**config.mk**
```make
export PLATFORM = sky130hd
export DESIGN_NAME = word_stability_filter
export DESIGN_NICKNAME = d
export VERILOG_FILES = /design/src/rtl/word_stability_filter.sv
export SDC_FILE = /design/constraint.sdc
export NUM_CORES = 1
export LEC_CHECK = 0
export CORE_MARGIN = 2
export CORE_UTILIZATION = 47
export CTS_CLUSTER_SIZE = 12
export DETAILED_ROUTE_END_ITERATION = 10
export GPL_TIMING_DRIVEN = 1
export PLACE_DENSITY = 0.76
export SYNTH_ARGS = -nofsm -noshare
export SYNTH_HDL_FRONTEND = slang
export SYNTH_SLANG_ARGS = --single-unit
export TNS_END_PERCENT = 20
```
**constraint.sdc**
```tcl
create_clock -name clk -period 2.1 [get_ports clk]
set_input_delay 0.42 -clock clk [delete_from_list [all_inputs] [get_ports clk]]
set_output_delay 0.42 -clock clk [all_outputs]
set_load 0.02 [all_outputs]
```
**src/rtl/word_stability_filter.sv**
```systemverilog
// Filters a word arriving from a handshake-free synchronizer. A new value is committed
// only after it has been sampled unchanged for STABLE_CYCLES consecutive cycles.
module word_stability_filter #(
  parameter int DATA_WIDTH     = 32,
  parameter int STABLE_CYCLES  = 4,
  parameter int GLITCH_WIDTH   = 8,
  parameter int TIMEOUT_CYCLES = 1024
) (
  input  logic                    clk,
  input  logic                    rst_n,
  input  logic [DATA_WIDTH-1:0]   data_in,
  input  logic                    glitch_clear,
  output logic [DATA_WIDTH-1:0]   data_out,
  output logic                    data_valid,
  output logic                    update,
  output logic                    settling,
  output logic                    stale,
  output logic [GLITCH_WIDTH-1:0] glitch_count
);

  if (STABLE_CYCLES < 1) begin : g_bad_stable_cycles
    $error("word_stability_filter: STABLE_CYCLES must be >= 1");
  end

  localparam int              RUN_W   = (STABLE_CYCLES > 1) ? $clog2(STABLE_CYCLES) : 1;
  localparam logic [RUN_W-1:0] RUN_MAX = RUN_W'(STABLE_CYCLES - 1);
  localparam bit              TMO_EN  = (TIMEOUT_CYCLES > 0);
  localparam int              TMO_W   = TMO_EN ? $clog2(TIMEOUT_CYCLES + 1) : 1;
  localparam logic [TMO_W-1:0] TMO_MAX = TMO_EN ? TMO_W'(TIMEOUT_CYCLES) : '0;

  typedef enum logic [1:0] {
    ST_EMPTY,
    ST_LOCKED,
    ST_SETTLING
  } state_t;

  state_t                  state, state_next;
  logic [DATA_WIDTH-1:0]   prev;
  logic [RUN_W-1:0]        run, run_next;
  logic [TMO_W-1:0]        tmo, tmo_next;
  logic                    stale_next;
  logic [GLITCH_WIDTH-1:0] glitch_next;
  logic                    eq, differs, commit, glitch_hit, settle_stay;

  // NOTE: every signal written here gets a default first, so no path leaves it unassigned
  // and no latch is inferred.
  always_comb begin
    eq      = (data_in == prev);
    differs = (data_in != data_out);
    commit  = eq && (run == RUN_MAX) && (!data_valid || differs);

    run_next = '0;
    if (eq) run_next = (run == RUN_MAX) ? run : run + 1'b1;

    state_next = state;
    unique case (state)
      ST_EMPTY:    if (commit) state_next = ST_LOCKED;
      ST_LOCKED:   if (differs) state_next = ST_SETTLING;
      ST_SETTLING: if (commit || !differs) state_next = ST_LOCKED;
      default:     state_next = ST_EMPTY;
    endcase
  end

  // A break only counts as a glitch if the abandoned value had already repeated once;
  // single-cycle intermediate values are expected skew, not instability.
  always_comb begin
    glitch_hit  = (state == ST_SETTLING) && !eq && (run != '0);
    glitch_next = glitch_count;
    if (glitch_clear)
      glitch_next = '0;
    else if (glitch_hit && (glitch_count != '1))
      glitch_next = glitch_count + 1'b1;
  end

  // The timeout only runs across cycles that start and end in SETTLING; any exit clears it.
  always_comb begin
    settle_stay = (state == ST_SETTLING) && (state_next == ST_SETTLING);
    tmo_next    = '0;
    stale_next  = 1'b0;
    if (settle_stay && TMO_EN) begin
      tmo_next   = (tmo == TMO_MAX) ? tmo : tmo + 1'b1;
      stale_next = stale || (tmo_next == TMO_MAX);
    end
  end

  // NOTE: sequential state uses non-blocking assignments so every register samples
  // pre-edge values regardless of statement order.
  always_ff @(posedge clk or negedge rst_n) begin
    if (!rst_n) state <= ST_EMPTY;
    else        state <= state_next;
  end

  always_ff @(posedge clk or negedge rst_n) begin
    if (!rst_n) begin
      prev         <= '0;
      run          <= '0;
      tmo          <= '0;
      data_out     <= '0;
      data_valid   <= 1'b0;
      update       <= 1'b0;
      stale        <= 1'b0;
      glitch_count <= '0;
    end else begin
      prev         <= data_in;
      run          <= run_next;
      tmo          <= tmo_next;
      stale        <= stale_next;
      glitch_count <= glitch_next;
      update       <= commit;
      if (commit) begin
        data_out   <= data_in;
        data_valid <= 1'b1;
      end
    end
  end

  assign settling = (state == ST_SETTLING);

endmodule

```
==> After elaboration in Yosys (flattened, before gate mapping) <==
Cells that the tools add are included.
{ "totals": {"regBits": 90, "latchBits": 0, "ramBits": 0, "mem_bits_ro": 0, "input_bits": 35, "out_inout_bits": 44, "word_cells": 48, "memories": 0} }
{ "op_classes": {"addsub": 3, "n_mul": 0, "div_mod_pow": 0, "order_cmp": 0, "n_eq_ne": 10, "shift": 0, "n_mux": 11, "bitwise": 0, "n_reduce_logical": 15} }
{ "ops": {"columns": ["operator", "count"], "rows": [
  ["equality test 32 bit", 1],
  ["!= test 32 bit", 1],
  ["equality test 11 bit, second input constant", 2],
  ["two-way mux 11 bit", 2],
  ["two-way mux 8 bit", 2],
  ["adder 11 x 1 -> 11 bit, second input constant", 1],
  ["two-way mux 2 bit", 5],
  ["adder 8 x 1 -> 8 bit, second input constant", 1],
  ["!= test 8 bit, second input constant", 1],
  ["equality test 2 bit, second input constant", 3],
  ["logical AND 1 bit", 6],
  ["case mux 2 bit (3 select lines)", 1],
  ["nonzero test 2 bit", 2],
  ["logical NOT 1 bit", 3],
  ["logical OR 1 bit", 3],
  ["adder 2 x 1 -> 2 bit, second input constant", 1],
  ["equality test 2 x 1 -> 1 bit, second input constant", 1],
  ["logical NOT 2 bit", 1],
  ["!= test 2 bit, second input constant", 1],
  ["two-way mux 1 bit", 1]
]} }

==> Depth between registers and ports, before layout <==
{ "logic_depth": {"depth_word": 9, "depth_mapped": 8} }

==> Worst setup path before layout <==
OpenSTA, ideal clock, no wires.
{ "synth_timing": {"path_type": "reg2reg", "from": "register glitch_count[3]", "to": "register glitch_count[6]", "setup_time_ns": 0.125, "t_arrival_ns": 2.062, "required_ns": 1.975, "slack_ns": -0.087, "stages_incl_launch_ff": 7, "n_path_buf": 0, "synth_period_minus_slack_ns": 2.187, "cell_sequence": "dfrtp_1 > and3_1 > and3_1 > a311o_1 > a211oi_1 > and3_1 > mux2_2"} }
{ "synth_between": {"elab_chain_len": 3, "elab_cells_between_ends": 6, "classes_between": "add/sub: 1; eq/ne: 1; mux: 2; reduce/logical: 2"} }
{ "synth_rtl": {"columns": ["element", "line_no", "text"], "rows": [
  ["start: declaration", "18", "output logic [GLITCH_WIDTH-1:0] glitch_count"],
  ["start signal: assignment", "108", "glitch_count <= glitch_next;"],
  ["adder 8 x 1 -> 8 bit / != test 8 bit (equally long branches)", "72, 71", null],
  ["two-way mux 8 bit / logical AND 1 bit (equally long branches)", "71", "else if (glitch_hit && (glitch_count != '1))"],
  ["two-way mux 8 bit / nonzero test 2 bit (equally long branches)", null, null]
]} }
Several ways; a longest one is shown, not always the timed one. The select of a mux whose other input is x is not followed.
A chain may end at the register's enable or synchronous reset.

==> Worst setup path after layout <==
{ "layout_timing": {"from": "register data_out[28]", "to": "register data_out[15]"} }
{ "layout_between": {"elab_chain_len": 3} }
{ "layout_rtl": {"columns": ["element", "line_no", "text"], "rows": [
  ["start: declaration", "13", "output logic [DATA_WIDTH-1:0] data_out,"],
  ["start signal: assignment", "111", "data_out <= data_in;"],
  ["!= test 32 bit", "49", "differs = (data_in != data_out);"],
  ["logical OR 1 bit", "50", "commit = eq && (run == RUN_MAX) && (!data_valid || differs);"],
  ["logical AND 1 bit", "50", null]
]} }
Every way passes these cells.

==> results.cfg <==
[clock_tree]
cts_num_sinks = 90
ctsLongestPathBuffers = 2
cts_inserted_buffers = 9
worst_setup_hold_path_clk_slew_ns = 0.09
htree_num_levels = 3
cts-root-buf = sky130_fd_sc_hd__clkbuf_8
cts_hold_repair.buffers = 0
cts_tree = yes
clock_latency_ns = 0.36

[logic_synthesis]
yosys_warnings = 0
yosys.area_share.adder_pct = 1.48
post_synth_xor_area_fraction_pct = 15.9
synth_edf_count = 0
ys_dominant_reg_cell = sky130_fd_sc_hd__dfrtp_1
async_reset_ff_share_pct = 100
yosysMostFrequentCell = sky130_fd_sc_hd__dfrtp_1
post_synth_instance_area_um2 = 4230
ys_types = 38
synth_top_cells_by_count = 90 x sky130_fd_sc_hd__dfrtp_1, 41 x sky130_fd_sc_hd__xnor2_1, 36 x sky130_fd_sc_hd__xor2_1
yosys.area.top_type_share_pct = 53.2
synth_area_leader_cell = sky130_fd_sc_hd__dfrtp_1
synth-compound-area-share_pct = 3.16
synth-seq-area-share_pct = 53.2
largest_family_of_logic_cells_by_synthesized_area = XOR/XNOR gates
mappedNetlistNets = 371
post_synthesis_mux_area_share_pct = 12.3
synth-simple-area-share_pct = 11.8
syn-mean-instance-area_um2 = 12.8
postSynthCellCount = 331
flops_latches_synth = 90
synth.top_cells.by_area = sky130_fd_sc_hd__dfrtp_1 53%, sky130_fd_sc_hd__mux2_4 9.9%, sky130_fd_sc_hd__xnor2_1 8.5%

[grt]
number_of_antenna_violations_at_the_first_check_in_global_routing = 0
grt_max_degree = 47
grt_first_pass_wirelength_mm = 16.6
globalRouteOverflowTotal = 0
total_grt_usage_pct = 21.6
grt_pass1_vias = 3365

[pwr]
power_frac_seq_pct = 53.0
cellLeakagePower_uw = 0.00302
p_switching_uw = 800
power_frac_clock_pct = 38.7
p_per_area_nw_per_um2 = 550
worst_ir_drop_vdd_mv = 0.330
p_total_uw = 3360
net_sw_share_pct = 23.8
power.combinational.fraction_pct = 8.2
p_int_uw = 2560

[finish]
area_growth_syn_to_layout_pct = 44.6
seqCellArea_um2 = 2250
drive_gt1_share_pct = 31.4
number_of_antenna_diodes = 0
finalCoreUtilization_pct = 70.1
fillCellCount = 579
multiInputGateArea_um2 = 2070
final_nets = 527

[sta]
finalCriticalPeriod_ns = 2.23
maxClockFrequency_mhz = 448
fin_ws_ns = -0.133
final-max-slew-violation-count = 0
rsz0062_at_grt = yes
slew_headroom_pct = 61.0
setup_viol = 32
timing.final.crit_share_pct = 106
finalHoldViolations = 0
timing_worst_slew_pin_value_ns = 0.585
fin_skew_ns = 0.0200

[place]
placement.io_buffers = 78
hpwlAfterDp_mm = 6.81
gp_congestion = 0.825

[critical_path]
timing.critical_path.fanout_max = 9
worstPathRequired_ns = 2.34
worst-setup-path-type = register to register
timing.critical_path.arrival_ns = 2.48
setup.worst_path.start_class = register
crit_path_end_kind = register

[drt]
drt_first_pass_iters = 4
drt-vias-per-instance = 5.09
drt_drc_violations_left = 0
routed_wire_length_per_instance_um = 17.2
dr.first_iter.drc_count = 123
num_vias = 3050
ant_nets = 0
route.final.wire_length_mm = 10.3

[job]
max_cap_violations = 0

[die]
fp-row-count = 34
floorplan.die.height_um = 98.9
initial_core_util_pct = 48.5
fp.dieArea_um2 = 9780
core_area_um2 = 8720
floorplan.die.width_um = 98.9
num_io_pins = 79

[hold_path]
hold_path_class = input port to asynchronous set/reset pin

[run_status]
run_status = complete, but fails checks
violated_checks = setup timing
[cells by family after synthesis]
family / after synthesis
flip-flops: 90
AND/OR/NAND/NOR: 87
XOR/XNOR: 77
multiplexers: 37
AO/OA/AOI/OAI: 19
buffers and inverters: 16
adder cells (fa/ha/maj): 5
[critical path: stages (launching register included)]
cell,delay [ns]
sky130_fd_sc_hd__dfrtp_1,0.44
sky130_fd_sc_hd__xor2_2,0.18
sky130_fd_sc_hd__nor4_4,0.33
sky130_fd_sc_hd__buf_4,0.16
sky130_fd_sc_hd__nand4_1,0.12
sky130_fd_sc_hd__nor2_2,0.15
sky130_fd_sc_hd__a21o_4,0.17
sky130_fd_sc_hd__buf_12,0.12
sky130_fd_sc_hd__buf_12,0.14
sky130_fd_sc_hd__mux2_4,0.30
[metrics by stage]
step | std cells | instance area (µm²) | setup slack, ns | TNS, ns | hold WS [ns]
finish | 599 | 6120 | -0.133 | -3.31 | 0.0586
global route | 599 | 6120 | -0.246 | -7.49 | 0.102
CTS | 602 | 6110 | -0.114 | -3.27 | 0.0709
detailed placement | 569 | 5670 | -0.792 | -33.48 | 0.456
global placement | 569 | 5670 | -0.716 | -30.32 | 0.456
floorplan | 331 | 4340 | -0.000470 | -0.0121 | 0.124
[final timing paths]
check                                    startpoint                       end  slack (ns)  cells past startpoint
min in group clk                        data_in[11]        prev[11]$_DFF_PN0_        0.40                      1
max                        data_out[28]$_DFFE_PN0P_  data_out[15]$_DFFE_PN0P_       -0.13                      9
min reg2reg                      state[0]$_DFF_PN0_        state[0]$_DFF_PN0_        0.50                      1
min                                           rst_n         prev[8]$_DFF_PN0_        0.06                      1
max in group asynchronous                     rst_n          tmo[0]$_DFF_PN0_        1.44                      2
max reg2reg                data_out[28]$_DFFE_PN0P_  data_out[15]$_DFFE_PN0P_       -0.13                      9
[state kept, by name (all words and copies together), names as in the netlist]
signal        count
state             2
data_valid        1
run               2
stale             1
glitch_count      8
update            1
data_out         32
prev             32
tmo              11
[power by group through the flow]
stage                     Sequential [µW]  Combinational [µW]  Clock [µW]
final                                1780                 276        1300
after global placement               1810                 279           0
after CTS                            1780                 271        1300
after floorplan                      1810                 101           0
after detailed placement             1820                 285           0
after global routing                 1790                 301        1380
[layout by cell type, fill, tap and decap left out, types with 9 or more instances in the layout]
cell type,Yosys,final
sky130_fd_sc_hd__mux2_4,28,32
sky130_fd_sc_hd__nand4_1,14,14
sky130_fd_sc_hd__clkbuf_8,0,9
sky130_fd_sc_hd__dlygate4sd2_1,0,33
sky130_fd_sc_hd__dfrtp_1,90,88
sky130_fd_sc_hd__clkdlybuf4s50_1,0,44
sky130_fd_sc_hd__buf_4,0,64
sky130_fd_sc_hd__xnor2_2,0,14
sky130_fd_sc_hd__nor2_1,23,22
sky130_fd_sc_hd__xnor2_1,41,27
sky130_fd_sc_hd__xor2_1,36,35
[what timing repair did]
action | 4_1_cts | 5_1_grt
setup endpoints to repair | 51 | 51
pin swaps | 16 | 9
gates resized for setup | 55 | 5
gates cloned | 1 | 1
buffers inserted | 17 | 2
[per-layer routing]
| layer | vias to the layer above | routed length [µm] | GRT usage (%) |
|---|---|---|---|
| met5 | - | 0 | 0 |
| met4 | 0 | 218 | 7.69 |
| met1 | 1500 | 4370 | 27.4 |
| li1 | 1456 | - | - |
| met2 | 76 | 5280 | 37.1 |
| met3 | 18 | 424 | 3.90 |
[layout make-up]
class | count | share of cell area (%)
Multi-Input combinational cell | 225 | 33.8
Clock buffer | 10 | 2.09
Inverter | 8 | 0.491
Sequential cell | 90 | 36.9
Clock inverter | 5 | 1.33
Timing Repair Buffer | 153 | 23.2
Tap cell | 108 | 2.21
Power figures use the tool's default switching activity.
